<file path="config.mk">
export PLATFORM = sky130hd
export DESIGN_NAME = crgu_mc
export DESIGN_NICKNAME = d
export VERILOG_FILES = /design/src/rtl/crgu_mc.sv
export SDC_FILE = /design/constraint.sdc
export NUM_CORES = 1
export LEC_CHECK = 0
export CORE_MARGIN = 2
export CORE_UTILIZATION = 40
export DETAILED_ROUTE_END_ITERATION = 16
export SKIP_CTS_REPAIR_TIMING = 1
export SYNTH_ARGS = -nofsm -noshare
export SYNTH_HDL_FRONTEND = slang
export SYNTH_SLANG_ARGS = --single-unit
</file>
<file path="constraint.sdc">
create_clock -name hclk -period 11 [get_ports hclk]
set_input_delay 2.2 -clock hclk [delete_from_list [all_inputs] [get_ports hclk]]
set_output_delay 2.2 -clock hclk [all_outputs]
set_load 0.1 [all_outputs]
</file>
<file path="src/rtl/crgu_mc.sv">
// Multi-channel derived-clock/reset generator: each channel divides hclk by a
// programmable factor, sequences its own reset and swaps factors only on period boundaries.
module crgu_mc #(
    parameter int NCH        = 4,
    parameter int DIV_WID    = 4,
    parameter int RST_PULSES = 2
) (
    input  logic                   hclk,
    input  logic                   hreset,
    input  logic [NCH-1:0]         ch_en,
    input  logic [NCH*DIV_WID-1:0] div_factor,
    input  logic [NCH-1:0]         div_upd,
    output logic [NCH-1:0]         upd_ack,
    output logic [NCH-1:0]         clk_div,
    output logic [NCH-1:0]         clken,
    output logic [NCH-1:0]         ch_rstn,
    output logic [NCH-1:0]         ch_busy
);

    typedef enum logic [1:0] {IDLE, RST, RUN} state_t;

    localparam int PW = (RST_PULSES < 2) ? 1 : $clog2(RST_PULSES);

    for (genvar g = 0; g < NCH; g++) begin : g_ch
        state_t               state_q, state_d;
        logic [DIV_WID-1:0]   f_q, f_d, sh_q, sh_d, cnt_q, cnt_d;
        logic [DIV_WID-1:0]   fe, fe_n, fac;
        logic [PW-1:0]        pcnt_q, pcnt_d;
        logic                 busy_q, busy_d, ack_q, ack_d;
        logic                 div_q, div_d, rstn_q, rstn_d;
        logic                 en, upd, tick;

        assign en   = ch_en[g];
        assign upd  = div_upd[g];
        assign fac  = div_factor[g*DIV_WID +: DIV_WID];
        assign fe   = (f_q == '0) ? DIV_WID'(1) : f_q;
        assign tick = (state_q != IDLE) && (cnt_q == fe - DIV_WID'(1));

        always_ff @(posedge hclk or posedge hreset) begin
            if (hreset) begin
                state_q <= IDLE;
                f_q     <= DIV_WID'(1);
                sh_q    <= '0;
                cnt_q   <= '0;
                pcnt_q  <= '0;
                busy_q  <= 1'b0;
                ack_q   <= 1'b0;
                div_q   <= 1'b0;
                rstn_q  <= 1'b0;
            end else begin
                state_q <= state_d;
                f_q     <= f_d;
                sh_q    <= sh_d;
                cnt_q   <= cnt_d;
                pcnt_q  <= pcnt_d;
                busy_q  <= busy_d;
                ack_q   <= ack_d;
                div_q   <= div_d;
                rstn_q  <= rstn_d;
            end
        end

        always_comb begin
            state_d = state_q;
            f_d     = f_q;
            sh_d    = sh_q;
            cnt_d   = cnt_q;
            pcnt_d  = pcnt_q;
            busy_d  = busy_q;
            ack_d   = 1'b0;
            rstn_d  = rstn_q;
            case (state_q)
                IDLE: begin
                    cnt_d  = '0;
                    pcnt_d = '0;
                    busy_d = 1'b0;
                    rstn_d = 1'b0;
                    if (upd) begin
                        f_d   = fac;
                        ack_d = 1'b1;
                    end
                    if (en) state_d = RST;
                end
                default: begin
                    if (!en) begin
                        // Disabling drops any pending factor silently.
                        state_d = IDLE;
                        cnt_d   = '0;
                        pcnt_d  = '0;
                        busy_d  = 1'b0;
                        rstn_d  = 1'b0;
                    end else begin
                        cnt_d = tick ? '0 : cnt_q + DIV_WID'(1);
                        if (upd) begin
                            sh_d   = fac;
                            busy_d = 1'b1;
                        end
                        if (tick) begin
                            if (upd || busy_q) begin
                                f_d    = upd ? fac : sh_q;
                                busy_d = 1'b0;
                                ack_d  = 1'b1;
                            end
                            if (state_q == RST) begin
                                if (pcnt_q == PW'(RST_PULSES - 1)) begin
                                    state_d = RUN;
                                    rstn_d  = 1'b1;
                                end else begin
                                    pcnt_d = pcnt_q + PW'(1);
                                end
                            end
                        end
                    end
                end
            endcase
        end

        // High for the last floor(Fe/2) counts of the period; never high when Fe = 1.
        assign fe_n  = (f_d == '0) ? DIV_WID'(1) : f_d;
        assign div_d = (state_d != IDLE) && (cnt_d >= fe_n - (fe_n >> 1));

        assign upd_ack[g] = ack_q;
        assign clk_div[g] = div_q;
        assign clken[g]   = tick;
        assign ch_rstn[g] = rstn_q;
        assign ch_busy[g] = busy_q;
    end

endmodule
</file>
==> results of run 1 <==
-- worst max path at each step --
stage                         from            end  slack, ns
global route              ch_en[0]  g_ch[0].div_q       4.87
floorplan               div_upd[2]  g_ch[2].div_q       5.74
finish              g_ch[0].f_q[3]       clken[0]       5.12
global placement          ch_en[2]  g_ch[2].div_q       5.01
detailed placement        ch_en[2]  g_ch[2].div_q       4.88
CTS                 g_ch[0].f_q[3]       clken[0]       5.11
-- final cells by class --
cell class              instances  share of cell area [%]
flip-flops and latches         76                    33.5
clock buffers                  11                    4.44
well taps                     147                    3.23
clock inverters                 5                   0.880
multi-input cells             383                    47.4
repair buffers                 46                    8.05
inverters                      37                    2.48
-- layer usage --
| layer | global-route usage, % | share of wire [%] |
|---|---|---|
| met1 | 22.2 | 47 |
| met2 | 26.2 | 45 |
| met3 | 3.27 | 4.4 |
| met4 | 9.32 | 3.1 |
| met5 | 0 | 0 |
-- sequential cells by signal (all words and copies together), names as in the netlist --
signal and flops:
g_ch.f_q 16, g_ch.rstn_q 4, g_ch.ack_q 4, g_ch.div_q 4, g_ch.pcnt_q 4, g_ch.cnt_q 16
g_ch.busy_q 4, g_ch.state_q 8, g_ch.sh_q 16
-- worst min-delay path: stages (launching register included) --
cell and delay (ns):
dfrtp_1 0.34, a31oi_1 0.04, nor2_1 0.07
-- power by group --
group | leakage [nW] | switching (mW) | total [mW] | internal [mW]
clock network | 0.155 | 0.113 | 0.300 | 0.186
registers | 0.959 | 0.0289 | 0.341 | 0.312
logic | 1.46 | 0.202 | 0.344 | 0.142
total | 2.57 | 0.344 | 0.984 | 0.640
-- kinds of logic (layout without fill, tap and decap cells) --
group	after synthesis	in the layout	synth area share, %
muxes	21	21	4.63
AOI/OAI and AO/OA	117	117	16.3
and+or+nand+nor	179	179	18.3
xor gates and xnor gates	26	26	4.91
DFF	76	76	38.8
buffers and inverters	62	99	6.29
adders and majority gates	40	40	10.8
-- cells in the final DEF (no fill, tap or decap), types with 4 or more instances in the layout --
master	n
and3_1	6
nand2_1	34
nor2_1	51
nor3_1	16
nand2b_1	6
a21oi_1	29
a31oi_1	7
fa_1	4
nand4b_1	4
o21a_1	5
and2_1	12
o22ai_1	4
clkdlybuf4s50_1	45
nor2b_1	15
dfstp_2	4
or3_1	4
xnor2_1	19
o32ai_1	4
dfrtp_1	72
clkbuf_16	9
clkinv_2	6
mux2i_1	7
or2_2	6
ha_1	36
xor2_1	6
o21ai_0	26
mux2_2	14
nand3_1	10
inv_1	34
nand3b_1	4
o221ai_1	4
a21o_1	12
==> flow_summary.ini, run 1 <==
[final_layout]
final_util_pct = 47.4
antenna-diode-count = 0
multi_input_area_sq_mm = 0.00270
fin_area_sq_mm = 0.00569
register_area_sq_mm = 0.00191
fillerInstances = 1152
layout.nets = 619
syn_to_final_growth_pct = 15.8
fin_cells = 705
layout-drive-gt1-share_pct = 9.50

[yosys]
synth.distinct_cells = 60
synthTopCellsByArea = dfrtp_1, ha_1, nor2_1, xnor2_1, mux2_2
synth_edf_count = 0
synthArstFlopShare_pct = 100
synth_most_common_cell = dfrtp_1
ys_seq_area_share_pct = 38.8
synth_flop_cell = dfrtp_1
synth.top_cell.area_share_pct = 36.7
yosysWarnings = 0
synth_top_area_cell = dfrtp_1
netlist_area_sq_mm = 0.00491
synth-seq-cells = 76
synthCells = 521
synth_common_cells = dfrtp_1, nor2_1, ha_1
synthesis.nets = 587
avgSynthCellArea_sq_um = 9.43

[timing]
fin_ws_ns = 5.12
maxSlewViolCount = 0
setup_viol = 0
max_freq_ghz = 0.170
fin_crit_ns = 5.88
worst_pin_slew_ns = 1.01
worst_hold_slack_ns = 0.489
period_share_pct = 53.5
maxSlewHeadroom_pct = 32.8
setup_tns_ns = 0
hold_violations = 0
rsz0062_at_grt = no
fin_skew_ns = 0.00725

[placement]
hpwl_microns = 7670
dp_cells = 689
pre_cts_slack_ns = 4.88
io_buffers = 45
routabilityCongestion = 0.872
dpl_cell_area_sq_mm = 0.00539

[power_and_ir_drop]
power_density_mw_per_mm2 = 173
power.total_uw = 984
p_leak_nw = 2.57
peakVddDrop_v = 0.0000639

[floorplanning]
die_w_microns = 115
io_pins = 46
die_y_microns = 115
core_sq_mm = 0.0120
fp.dieArea_sq_mm = 0.0132
start_util_pct = 40.9
row_count = 40

[worst_setup_path]
r2r_end = g_ch[0].div_q
crit_arrival_ns = 3.68
cp_common_cell = nor2_1
reg2reg_slack_ns = 6.41
critical_path.slowest_cell = clkdlybuf4s50_1
max_stage_delay_ns = 1.17
start_kind = flop
critPathRequiredTime_ns = 8.80
r2r_cells = 20
cp.buffers_inverters = 1
cp_top_family = buffers and inverters
path_depth = 9
critPathKind = reg -> out
r2r-start = g_ch[0].f_q[3]
critical_path.max_fanout = 5
worstPathCellList = nor3_1 -> nor2_1 -> ha_1 -> xnor2_1 -> a221oi_1 -> and2_1 -> nand2_1 -> nor2_1 -> clkdlybuf4s50_1
cp-end-kind = output pin

[detailed_routing]
drt-pass1-iter-count = 4
wire_per_inst_microns = 14.5
initialDrtViolationCount = 236
ant_nets = 0
drt_wl_total_microns = 10200
vias_per_cell = 5.45
post-route-drc-count = 0
dr_total_vias = 3844

[clock_network]
cts_sinks = 76
htree_levels = 3
cts_root_buf = clkbuf_16
cts_buffers = 9
cts_tree = done
clock_latency_ns = 0.34
clk_pin_slew_worst_paths_ns = 0.06
cts.path.max_buffers = 2

[global_route]
grt_first_pass_wirelength_microns = 17600
grt_max_degree = 77
grt_pass1_vias = 3754
grt.total_usage_pct = 16.8
grt.overflow.total = 0
antenna_found_initial = 0

[worst_hold_path]
hold_path_depth = 2
hp-class = reg -> reg
min_from = g_ch[3].rstn_q
hold_end = g_ch[3].rstn_q

[run_status]
status = completed

[run]
max_cap_viol_count = 0
No activity file was read; power rests on OpenSTA's default activity.
==> run 2: changes to the inputs <==
- clock period: 11 -> 5.45 ns (I/O delays scaled with it)
==> flow_summary.ini, run 2 (same netlist as run 1, synthesis figures left out) <==
[run_status]
status = completed

[detailed_routing]
dr_total_vias = 3808
ant_nets = 0
wire_per_inst_microns = 14.7
initialDrtViolationCount = 236
drt-pass1-iter-count = 4
vias_per_cell = 5.40
drt_wl_total_microns = 10300
post-route-drc-count = 0

[placement]
io_buffers = 45
hpwl_microns = 7900
routabilityCongestion = 0.874

[timing]
max_freq_ghz = 0.210
setup_tns_ns = 0
setup_viol = 0
period_share_pct = 87.2
fin_skew_ns = 0.00381
maxSlewHeadroom_pct = 32.8
maxSlewViolCount = 0
worst_pin_slew_ns = 1.00
rsz0062_at_grt = no
hold_violations = 0
fin_crit_ns = 4.75

[clock_network]
cts_buffers = 9
cts_tree = done
htree_levels = 3
clk_pin_slew_worst_paths_ns = 0.06
cts_root_buf = clkbuf_16
cts_sinks = 76
cts.path.max_buffers = 2
clock_latency_ns = 0.34

[worst_setup_path]
cp-end-kind = flop
r2r-start = g_ch[0].f_q[3]
worstPathCellList = clkdlybuf4s50_1 -> o21a_1 -> o21ai_0 -> or3_4 -> o21ai_0 -> nand2_1 -> o221ai_2 -> inv_1 -> ha_1 -> a21oi_1 -> nand2_1 -> nand2_1 -> o32ai_1 -> a22o_1 -> a211o_1 -> ha_1 -> a21oi_1 -> nor2b_1
start_kind = input pin
critPathRequiredTime_ns = 5.67
startpoint = ch_en[2]
r2r_cells = 20
max_stage_delay_ns = 0.53
critPathKind = in -> reg
critical_path.slowest_cell = clkdlybuf4s50_1
path_depth = 18
cp_top_family = compound AO/OA/AOI/OAI gates
cp.buffers_inverters = 2
crit_arrival_ns = 4.98
critical_path.max_fanout = 6
cp_common_cell = nand2_1

[power_and_ir_drop]
power.total_mw = 1.95
power_density_mw_per_mm2 = 344
peakVddDrop_v = 0.000193
p_leak_nw = 2.56

[global_route]
antenna_found_initial = 0
gr-usage-met1_pct = 20.8
grt.overflow.total = 0
grt.total_usage_pct = 16.6
grt_use_met3_pct = 4.01
grt_pass1_vias = 3742
grt-busiest-layer = met2
grt_max_degree = 42
grt_first_pass_wirelength_microns = 17300
use_met2_pct = 27.3

[final_layout]
final_util_pct = 47.2
final_cell_mix = dfrtp_1, nor2_1, clkdlybuf4s50_1
top_regs = g_ch.cnt_q x16, g_ch.f_q x16, g_ch.sh_q x16
antenna-diode-count = 0
layout-drive-gt1-share_pct = 9.14
final_common_cell = dfrtp_1
syn_to_final_growth_pct = 15.4
layout.nets = 619

[worst_hold_path]
hold_path_depth = 2
hp-class = reg -> reg
min_from = g_ch[1].sh_q[2]

[floorplanning]
die_y_microns = 115
row_count = 40
die_w_microns = 115
io_pins = 46
core_sq_mm = 0.0120
start_util_pct = 40.9
fp.dieArea_sq_mm = 0.0132

[run]
max_cap_viol_count = 0
-- run 2: changes by cell type in the layout (fill, tap and decap cells not counted), sizes merged --
cell           before  now
clkbuf             11   15
clkinv              6    3
buf                 1    2
bufinv              1    0
clkdlybuf4s50      45   44
-- run 2: worst reg2reg max path, cell delays in order, from the launching register on --
cell	delay [ns]
dfrtp_1	0.43
nor3_1	0.28
nor2_1	0.08
ha_1	0.30
xnor2_1	0.13
a221oi_1	0.37
and2_1	0.30
and2_1	0.33
a21oi_1	0.10
o21ai_0	0.17
inv_1	0.16
ha_1	0.25
a21oi_1	0.17
nand2_1	0.12
a22oi_1	0.15
o221ai_1	0.15
o31a_1	0.30
a211oi_1	0.23
ha_1	0.27
a21oi_1	0.15
nor2b_1	0.06
-- run 2: final timing paths --
check | to | slack, ns
max | g_ch[2].div_q | 0.70
min | g_ch[1].sh_q[2] | 0.48
max reg2reg | g_ch[0].div_q | 0.83
min reg2reg | g_ch[1].sh_q[2] | 0.48
max in group asynchronous | g_ch[0].f_q[0] | 3.32
min in group asynchronous | g_ch[2].state_q[0] | 1.18
-- run 2: metrics by stage --
stage                     hold slack (ns)  cells  setup slack, ns  instance area, sq um
after floorplan                     0.451    521             1.30                  4910
after global placement              0.465    689            0.571                  5390
after detailed placement            0.475    689            0.391                  5390
after CTS                           0.487    705            0.740                  5670
after global routing                0.513    705            0.316                  5670
final                               0.485    705            0.696                  5670
-- run 2: report_power, final --
group | leakage, nW | switching, mW | total [mW] | internal (mW)
Sequential | 0.959 | 0.0569 | 0.686 | 0.629
Clock | 0.140 | 0.223 | 0.568 | 0.345
Combinational | 1.46 | 0.409 | 0.697 | 0.288
-- run 2: routing by layer --
| metal | up-vias | wire, microns | share of wire, % |
|---|---|---|---|
| met3 | 22 | 378 | 3.7 |
| met1 | 1817 | 4820 | 47 |
| met4 | 0 | 284 | 2.7 |
| met5 | - | 0 | 0 |
| li1 | 1890 | - | - |
| met2 | 79 | 4860 | 47 |
-- run 2: area by class of cell --
type                            instances  area [sq um]
Clock buffer                           15           278
Clock inverter                          1          5.00
Fill cell                            1138          6340
Inverter                               37           141
Multi-Input combinational cell        383          2700
Sequential cell                        76          1910
Tap cell                              147           184
Timing Repair Buffer                   46           455
==> run 3: changes to the inputs <==
- HOLD_SLACK_MARGIN: not set -> 0.02
==> results of run 3 <==
The final DEF is identical to that of run 2; final timing and power are the same.
